$ cat config.mk
export PLATFORM = sky130hd
export DESIGN_NAME = demux_sched
export DESIGN_NICKNAME = d
export VERILOG_FILES = /design/src/rtl/demux_sched_pkg.sv /design/src/rtl/demux_sched_route.sv /design/src/rtl/demux_sched.sv
export SDC_FILE = /design/constraint.sdc
export NUM_CORES = 1
export LEC_CHECK = 0
export ABC_AREA = 1
export CAP_MARGIN = 20
export CELL_PAD_IN_SITES_DETAIL_PLACEMENT = 0
export CELL_PAD_IN_SITES_GLOBAL_PLACEMENT = 2
export CORE_MARGIN = 1.5
export CORE_UTILIZATION = 20
export DETAILED_ROUTE_END_ITERATION = 8
export HOLD_SLACK_MARGIN = 0.02
export PLACE_DENSITY_LB_ADDON = 0.1
export SYNTH_ARGS = -nofsm -noshare
export SYNTH_HDL_FRONTEND = slang
export SYNTH_SLANG_ARGS = --single-unit
export TNS_END_PERCENT = 10
$ cat constraint.sdc
create_clock -name clk -period 1.8 [get_ports clk]
set_clock_uncertainty 0.05 [all_clocks]
set_input_delay 0.54 -clock clk [delete_from_list [all_inputs] [get_ports clk]]
set_output_delay 0.54 -clock clk [all_outputs]
set_load 0.03 [all_outputs]
$ cat src/rtl/demux_sched_pkg.sv
// Shared types and constants for the demux scheduler.
// State encoding, channel count and stall-timeout length.
package demux_sched_pkg;

    typedef enum logic {
        IDLE = 1'b0,
        SEND = 1'b1
    } state_t;

    localparam int N_CH        = 4;
    localparam int TIMEOUT_CYC = 16;

endpackage

$ cat src/rtl/demux_sched_route.sv
// Enabled 2-to-4 one-hot decode of the held channel select.
// Latency: combinational.
// Backpressure: none; the output is a pure function of sel and en.
module demux_sched_route
    import demux_sched_pkg::*;
(
    input  logic [1:0]      sel,
    input  logic            en,
    output logic [N_CH-1:0] onehot
);

    always_comb begin
        onehot = '0;
        if (en) begin
            onehot[sel] = 1'b1;
        end
    end

endmodule

$ cat src/rtl/demux_sched.sv
// One-word demux to 4 channels, round-robin or fixed; optional stall drop (DEMUX_SCHED_TIMEOUT_EN).
// Latency: a word accepted at edge N is presented from cycle N+1.
// Backpressure: in_ready follows out_ready of the held channel, giving one word per cycle.
module demux_sched
    import demux_sched_pkg::*;
#(
    parameter int W = 8
) (
    input  logic            clk,
    input  logic            rst,
    input  logic            in_valid,
    input  logic [W-1:0]    in_data,
    output logic            in_ready,
    input  logic            mode,
    input  logic [1:0]      sel,
    output logic [N_CH-1:0] out_valid,
    output logic [W-1:0]    out_data,
    input  logic [N_CH-1:0] out_ready,
    output logic [1:0]      cur_sel,
    output logic            drop
);

    state_t         state_q, state_d;
    logic [1:0]     rr_q, rr_d;
    logic [1:0]     cur_sel_q, cur_sel_d;
    logic [W-1:0]   held_dat_q, held_dat_d;
    logic           xfer;
    logic           accept;
    logic           timeout;

    assign xfer     = (state_q == SEND) && out_ready[cur_sel_q];
    assign in_ready = !rst && ((state_q == IDLE) || out_ready[cur_sel_q]);
    assign accept   = in_valid && in_ready;

`ifdef DEMUX_SCHED_TIMEOUT_EN
    logic [3:0] to_cnt_q, to_cnt_d;

    // to_cnt_q holds the number of stalled cycles already seen in this SEND.
    assign timeout = (state_q == SEND) && !xfer && (to_cnt_q == 4'(TIMEOUT_CYC - 1));

    always_comb begin
        to_cnt_d = to_cnt_q + 4'd1;
        if (accept || xfer || timeout || (state_q != SEND)) begin
            to_cnt_d = '0;
        end
    end

    always_ff @(posedge clk) begin
        if (rst) begin
            to_cnt_q <= '0;
        end else begin
            to_cnt_q <= to_cnt_d;
        end
    end
`else
    assign timeout = 1'b0;
`endif

    assign drop = timeout && !rst;

    always_comb begin
        state_d    = state_q;
        cur_sel_d  = cur_sel_q;
        held_dat_d = held_dat_q;
        rr_d       = rr_q;
        // Advance before computing a coincident acceptance target.
        if ((xfer || timeout) && !mode) begin
            rr_d = rr_q + 2'd1;
        end
        if (accept) begin
            state_d    = SEND;
            held_dat_d = in_data;
            cur_sel_d  = mode ? sel : rr_d;
        end else if (xfer || timeout) begin
            state_d = IDLE;
        end
    end

    always_ff @(posedge clk) begin
        if (rst) begin
            state_q    <= IDLE;
            rr_q       <= '0;
            cur_sel_q  <= '0;
            held_dat_q <= '0;
        end else begin
            state_q    <= state_d;
            rr_q       <= rr_d;
            cur_sel_q  <= cur_sel_d;
            held_dat_q <= held_dat_d;
        end
    end

    demux_sched_route u_route (
        .sel    (cur_sel_q),
        .en     (state_q == SEND),
        .onehot (out_valid)
    );

    assign out_data = held_dat_q;
    assign cur_sel  = cur_sel_q;

endmodule

==> results <==
==> path summary, 6_finish.rpt <==
kind	start	end	slack, ns	cells past startpoint
worst max register to register	cur_sel[0]	cur_sel[0]	0.27	12
worst max-delay path	out_ready[2]	in_ready	-0.07	8
worst min-delay path	out_data[7]	out_data[7]	0.42	2
worst min register to register	out_data[7]	out_data[7]	0.42	2
==> critical path, stage by stage <==
cell and delay (ns):
dlygate4sd2_1 0.24, nand2_2 0.07, nand2_4 0.05, nand2_4 0.07
nand3_4 0.08, nand2_4 0.07, inv_2 0.04, buf_6 0.13
==> flip-flops by register name (all words and copies together) (netlist names) <==
signal / cells
rr_q: 2
out_data: 8
state_q: 1
cur_sel: 2
==> cell families after synthesis <==
| kind of cell | after synthesis |
|---|---|
| and+or+nand+nor | 51 |
| DFF | 13 |
| buffers and inverters | 12 |
| AOI/OAI and AO/OA | 11 |
| other | 1 |
==> Yosys cell counts <==
cell type,instances
a21oi_1,3
buf_4,1
nand3_2,3
nor3_1,5
or2_2,2
conb_1,1
nor2_1,1
nand3_1,6
nand2_1,31
clkbuf_1,1
nand2_2,1
dfxtp_1,13
inv_1,8
o21ai_2,8
nor2_8,1
inv_2,1
nand2_4,1
buf_12,1
==> final cells by class <==
class / instances / area (um^2)
clock buffer: 3 / 22.52
clock inverter: 1 / 5.005
fill: 342 / 1923
inverter: 9 / 33.78
multi-input combinational: 63 / 381.6
sequential: 13 / 265.3
tap: 44 / 55.05
timing repair buffer: 47 / 441.7
==> per-stage QoR <==
step	std cells	cell area (um^2)	setup WS (ns)
2_1_floorplan	88	669.4	-0.1835
3_3_place_gp	169	1086	-0.3439
3_5_place_dp	169	1086	-0.3544
4_1_cts	176	1126	-0.1539
5_1_grt	180	1205	-0.1140
6_report	180	1205	-0.06523
==> timing repair <==
| item | 4_1_cts | 5_1_grt |
|---|---|---|
| gates resized for setup | 18 | 16 |
| setup buffers | 3 | 4 |
| endpoints found under the setup margin | 11 | 5 |
| pin swaps | 7 | 8 |
| hold buffers | 0 | 0 |
==> per-layer routing <==
| metal | global-route usage [%] | up-vias | wire (um) |
|---|---|---|---|
| li1 | - | 376 | - |
| met2 | 15.36 | 22 | 852 |
| met3 | 4.691 | 2 | 114 |
| met1 | 12.97 | 313 | 829 |
| met5 | 0 | - | 0 |
| met4 | 2.795 | 0 | 8 |
==> power groups by stage <==
| stage | Combinational (mW) | Clock, mW | Sequential, mW |
|---|---|---|---|
| floorplan | 0.0958 | 0 | 0.363 |
| global placement | 0.244 | 0 | 0.328 |
| detailed placement | 0.244 | 0 | 0.328 |
| CTS | 0.240 | 0.207 | 0.321 |
| global route | 0.281 | 0.217 | 0.325 |
| finish | 0.260 | 0.190 | 0.322 |
==> placed cells by master (no fill, tap or decap) <==
| master | Yosys | layout |
|---|---|---|
| nor2_1 | 1 | 1 |
| nor3_1 | 5 | 4 |
| o21ai_2 | 8 | 8 |
| nand3_2 | 3 | 2 |
| dlymetal6s2s_1 | 0 | 1 |
| a21oi_1 | 3 | 3 |
| dfxtp_4 | 0 | 1 |
| dlygate4sd2_1 | 0 | 11 |
| clkbuf_4 | 0 | 3 |
| inv_2 | 1 | 3 |
| nand2_4 | 1 | 4 |
| buf_4 | 1 | 16 |
| nand3_4 | 0 | 1 |
| clkdlybuf4s15_1 | 0 | 3 |
| nand2_2 | 1 | 2 |
| nor2_8 | 1 | 1 |
| dfxtp_1 | 13 | 11 |
| buf_12 | 1 | 2 |
| clkdlybuf4s50_1 | 0 | 12 |
| or2_2 | 2 | 2 |
| nand2_1 | 31 | 27 |
| clkinv_2 | 0 | 1 |
| nor3_2 | 0 | 1 |
| inv_1 | 8 | 6 |
| dfxtp_2 | 0 | 1 |
| buf_6 | 0 | 2 |
| conb_1 | 1 | 1 |
| nand3_1 | 6 | 6 |
==> results.ini <==
[placement]
hpwl_um = 1366
io_buffers = 32
gp_congestion = 0.7367

[timing]
finalCriticalPeriod_ns = 1.865
finalSetupTns_ns = -0.06523
timing.hold.ws_ns = 0.4232
slew_violations = 0
fmax_mhz = 536.1
final-setup-viol-count = 1
hold_viol = 0
finalCritPeriodShare_pct = 103.6
final.setup.worst_slack_ns = -0.06523
rsz0062_at_grt = true

[floorplanning]
die_area_mm2 = 0.003703
fp-row-count = 20
initial_core_util_pct = 21.40
core_area_mm2 = 0.003128
num_io_pins = 34
dieHeight_um = 60.85
die_x_um = 60.85

[worst_hold_path]
hp-class = reg -> reg

[synth]
yosys.area_share.simple_pct = 38.13
ys.warnings.count = 0
ys_ff_latch = 13
synth_top_family_by_area = simple AND/OR/NAND/NOR gates
synthAdderAreaFrac_pct = 0
syn_nets = 106
synth_area_leaders = dfxtp_1, nand2_1, o21ai_2
yosysTopAreaCellShare_pct = 38.88
synth_area_leader_cell = dfxtp_1
yosysSeqAreaShare_pct = 38.88
synth_area_um2 = 669.4
synthMuxAreaShare_pct = 0
syn_inst = 88
synth_xor_area_share_pct = 0
avgSynthCellArea_um2 = 7.607
synth_compound_area_share_pct = 12.71
synth_cell_types = 18

[pwr]
pwr-share-clk_pct = 24.6
comb_power_share_pct = 33.7
seqPwrFrac_pct = 41.7
p_int_uw = 513.1
ir_drop_v = 0.0004466
p_per_area_mw_per_mm2 = 641.2
leakage_nw = 0.5713
swShare_pct = 33.58
switching_power_uw = 259.4
power_uw = 772.6

[clocking]
clk_latency_ns = 0.28
cts.sinks = 13
numCtsBuffers = 3
cts_tree = yes
clock_path_buffers = 2
root_buffer = clkbuf_4
htreeDepth = 1
cts.reportedPaths.clkPinSlew_ns = 0.08

[layout]
antennaDiodeCount = 0
area_delta_synth_final_pct = 80.00
drive_gt1_share_pct = 36.76
final_util_pct = 38.52
final_nets = 155

[critical_path]
crit_fanout = 2
crit_type = in -> out
critPathArrivalTime_ns = 1.28
end_kind = output port
start_kind = input pin
required_ns = 1.21

[grt]
grt.total_usage_pct = 10.13
overflow = 0
antenna_found_initial = 0
grt_pass1_vias = 613
grt_max_degree = 13
grt_pass1_wl_um = 2677

[route]
firstDrtPassIters = 2
vias_per_cell = 3.961
drt-initial-drc-count = 15
drc = 0
antenna_left = 0
avgRoutedWirePerCell_um = 10.03
routed_wl_um = 1805
vias = 713

[run_status]
outcome = complete, but fails checks
failed_checks = setup timing

[run]
drv_cap = 0

(Power assumes the default switching activity.)
==> patch 1, RTL diff (same settings) <==
Set the parameter `W` to 10 (it was 8).
--- a/src/rtl/demux_sched.sv
+++ b/src/rtl/demux_sched.sv
@@ -4,7 +4,7 @@
 module demux_sched
     import demux_sched_pkg::*;
 #(
-    parameter int W = 8
+    parameter int W = 10
 ) (
     input  logic            clk,
     input  logic            rst,
Interface: changed (resized in_data and out_data); port bits go from 34 to 38. No check against the original RTL was run, so the function may have changed too.
==> patch 1 against the unedited design <==
Routed wire length is 3.6% higher. Setup slack better by 75 ps. Final area increased by 6.5%. Register-to-register slack gained 60 ps. Fmax increased by 4.2%. Area after synthesis rose by 15%. Power increased by 18%. Sequential cell count up 2. Largest cell class unchanged. Largest power group unchanged.
==> patch 1: results (changes against the unedited design) <==
status=complete, no violations; Unique masters post-synth=19 (+1); worst setup path startpoint=out_ready[0]; All-Layer GR Usage=9.92% (-0.21 points); Detail Route met2 WL=957 um (+12%); First DRT Iteration DRCs=17 (+2); crit path max-delay cell type=clkdlybuf4s15_1; CP peak stage delay=170 ps (-70 ps); global-route wire length before repair=3200 um (+20%); n_diodes=0 (unchanged); sequential fraction of the synthesis area=39.0% (+0.083 points); cells on worst reg2reg path=10 (-2); Via density=3.99 (+0.85%); post-layout min period=1790 ps (-74.6 ps); top cells by area, synth=dfxtp_1 (39%), nand2_1 (14%), o21ai_2 (11%); hold path start=out_data[8]; Leakage=0.588 nW (+2.9%); reg2reg start=cur_sel[1]; wire length on met1=767 um (-7.5%); Post-synth top cells=nand2_1 (28), dfxtp_1 (15), o21ai_2 (10), inv_1 (8), nand2_2 (8); layout cells sized above 1=38.5% (+1.7 points); post-synth net total=117 (+10%); grt met3 use=2.43% (-2.3 points); Global Route met1 Usage=11.3% (-1.6 points); GR Util met2=17.7% (+2.3 points); Max VDD drop=228 uV (-49%); routed len/inst=9.79 um (-2.4%); placed wire-length estimate=1440 um (+5.2%); Worst EP arrival=1200 ps (-80 ps); Worst R2R Setup Slack=330 ps (+60 ps); Sw Share=30.9% (-2.7 points); Buffers on Ports=36 (+13%); largest net degree at the start of global routing=13 (unchanged); pre-CTS WS=-352 ps (+2.50 ps); GPL Wtd Cong=0.689 (-6.5%); final net count=164 (+5.8%); Synth Area in Compound Gates=13.3% (+0.60 points); Clock Latency Late Sink=240 ps (-40 ps); Clock Root Buffer=clkbuf_8
[patch 1: stage by stage]
step	instances	total power, mW	cell area (um2)	TNS [ps]	util [%]
after floorplan	97	0.528	771	-467	-
after global placement	184	0.652	1210	-2470	32.9
after detailed placement	184	0.653	1210	-2530	32.9
after CTS	190	0.927	1260	-118	34.3
after global routing	191	0.979	1280	-127	34.8
final	191	0.914	1280	0	34.8
[patch 1: final cells by class]
class,count,area [um2]
timing repair buffer,46,424
multi-input combinational,69,414
inverter,9,36.3
clock buffer,4,45.0
sequential,15,304
tap,48,60.1
fill,427,2400
[patch 1: power groups by stage]
stage | clock (mW) | combinational (mW) | sequential (mW)
floorplan | 0 | 0.108 | 0.420
global placement | 0 | 0.273 | 0.379
detailed placement | 0 | 0.273 | 0.379
CTS | 0.289 | 0.266 | 0.372
global route | 0.314 | 0.288 | 0.376
finish | 0.276 | 0.266 | 0.372
[patch 1: timing repair]
item	4_1_cts	5_1_grt
setup buffers	2	1
pin swaps	7	8
resized for setup	22	14
endpoints found under the setup margin	13	1
==> patch 2, RTL diff (same settings) <==
Without the edit above. `held_dat_q` no longer has a reset.
--- a/src/rtl/demux_sched.sv
+++ b/src/rtl/demux_sched.sv
@@ -81,13 +81,15 @@
             state_q    <= IDLE;
             rr_q       <= '0;
             cur_sel_q  <= '0;
-            held_dat_q <= '0;
         end else begin
             state_q    <= state_d;
             rr_q       <= rr_d;
             cur_sel_q  <= cur_sel_d;
-            held_dat_q <= held_dat_d;
         end
+    end
+
+    always_ff @(posedge clk) begin
+        held_dat_q <= held_dat_d;
     end
 
     demux_sched_route u_route (
Behaviour: differs if rst is asserted again (counterexample within 4 cycles, from zero or initial values and one cycle with rst high); with rst held inactive, the same outputs for 10 cycles.
==> patch 2 against the unedited design <==
Sequential power increased by 6.2%. Sequential cell count unchanged. Power decreased by 6.2%. Fmax increased by 0.66%. Routed wire length decreased by 18%. Area after synthesis decreased by 8.6%. Final area decreased by 11%. Sequential share of layout area increased by 10 points. Utilization decreased by 0.62 points. The flow still finishes with violations (setup timing). Largest power group unchanged. Global-route usage decreased by 1.2 points. Setup slack improved by 12 ps. Die area decreased by 8.2%.
==> patch 2: results (changes against the unedited design) <==
status=complete, but fails checks; failing checks=setup timing; vias in the first global route=525 (-14%); pre-CTS WS=-319 ps (+35.6 ps); setup ws final=-52.9 ps (+12.3 ps); Worst EP arrival=1260 ps (-20 ps); Worst R2R Setup Slack=370 ps (+100 ps); Post-synth top cells=nand2_1 (17), inv_1 (12), edfxtp_1 (8); Final setup viols=1 (unchanged); layout cells sized above 1=28.1% (-8.7 points); Post-CTS Setup Repair Bufs=0 (-3); NetSw=0.208 mW (-20%); RR Endpoint=out_data[7]; vias=564 (-21%); sequential fraction of the synthesis area=55.6% (+17 points); wire length on met1=635 um (-23%); ys flop type=edfxtp_1; largest net degree at the start of global routing=9 (-4); WL met3=88 um (-23%); hold path start=rr_q[1]; Synth Area in Compound Gates=3.07% (-9.6 points); Detail Route met2 WL=738 um (-13%); post-synth net total=86 (-19%); placed wire-length estimate=1180 um (-13%); top cells by area, synth=edfxtp_1 (39%), dfxtp_1 (16%), nand2_1 (10%); final net count=133 (-14%); cells on worst reg2reg path=9 (-3); global-route wire length before repair=2260 um (-16%); First DRT Iteration DRCs=12 (-3); Unique masters post-synth=16 (-2); Leakage=0.503 nW (-12%); WHS Endpoint=rr_q[1]; EDFF count, synth=8 (+8)
patch 2: cell count changes in the layout (fill, tap and decap cells not counted), moves of 3 or more:
cell      before  now
nand3_1        6    3
edfxtp_1       0    8
nor2_1         1    5
dfxtp_1       11    4
nand2_1       27   15
nand2_4        4    0
o21ai_2        8    0
buf_4         16   13
inv_1          6   12
nand2_2        2    7
patch 2: through the flow:
step                      hold WS (ps)  TNS [ps]  cells  utilization (%)  total power, mW
after floorplan                    455      -574     68                -            0.447
after global placement             486     -2170    139             36.4            0.555
after detailed placement           485     -2380    139             36.4            0.557
after CTS                          498     -90.5    143             36.9            0.730
after global routing               531      -292    145             37.9            0.777
final                              491     -52.9    145             37.9            0.725
patch 2: worst min-delay path, delay by kind of cell, from the launching register on:
| family | cells | cell delay [ps] |
|---|---|---|
| buf+inv | 1 | 60 |
| simple gates | 3 | 130 |
| flops | 1 | 310 |
patch 2: routing by layer:
metal | GRT usage (%) | vias up
li1 | - | 303
met1 | 10.8 | 242
met2 | 14.3 | 17
met3 | 3.96 | 2
met4 | 2.99 | 0
met5 | 0 | -
patch 2: how the worst max path moves through the flow:
stage                    to  slack [ps]          from  cells past startpoint
2_1_floorplan  out_valid[2]        -210    cur_sel[1]                      2
3_3_place_gp       in_ready        -300  out_ready[1]                      8
3_5_place_dp       in_ready        -320  out_ready[1]                      8
4_1_cts            in_ready         -90  out_ready[0]                      8
5_1_grt            in_ready        -110  out_ready[2]                      8
6_report           in_ready         -50  out_ready[2]                      8
patch 2: cell type report:
class / instances / area, um2
Clock buffer: 4 / 26.3
Fill cell: 301 / 1760
Inverter: 13 / 48.8
Multi-Input combinational cell: 41 / 220
Sequential cell: 13 / 344
Tap cell: 31 / 38.8
Timing Repair Buffer: 43 / 394
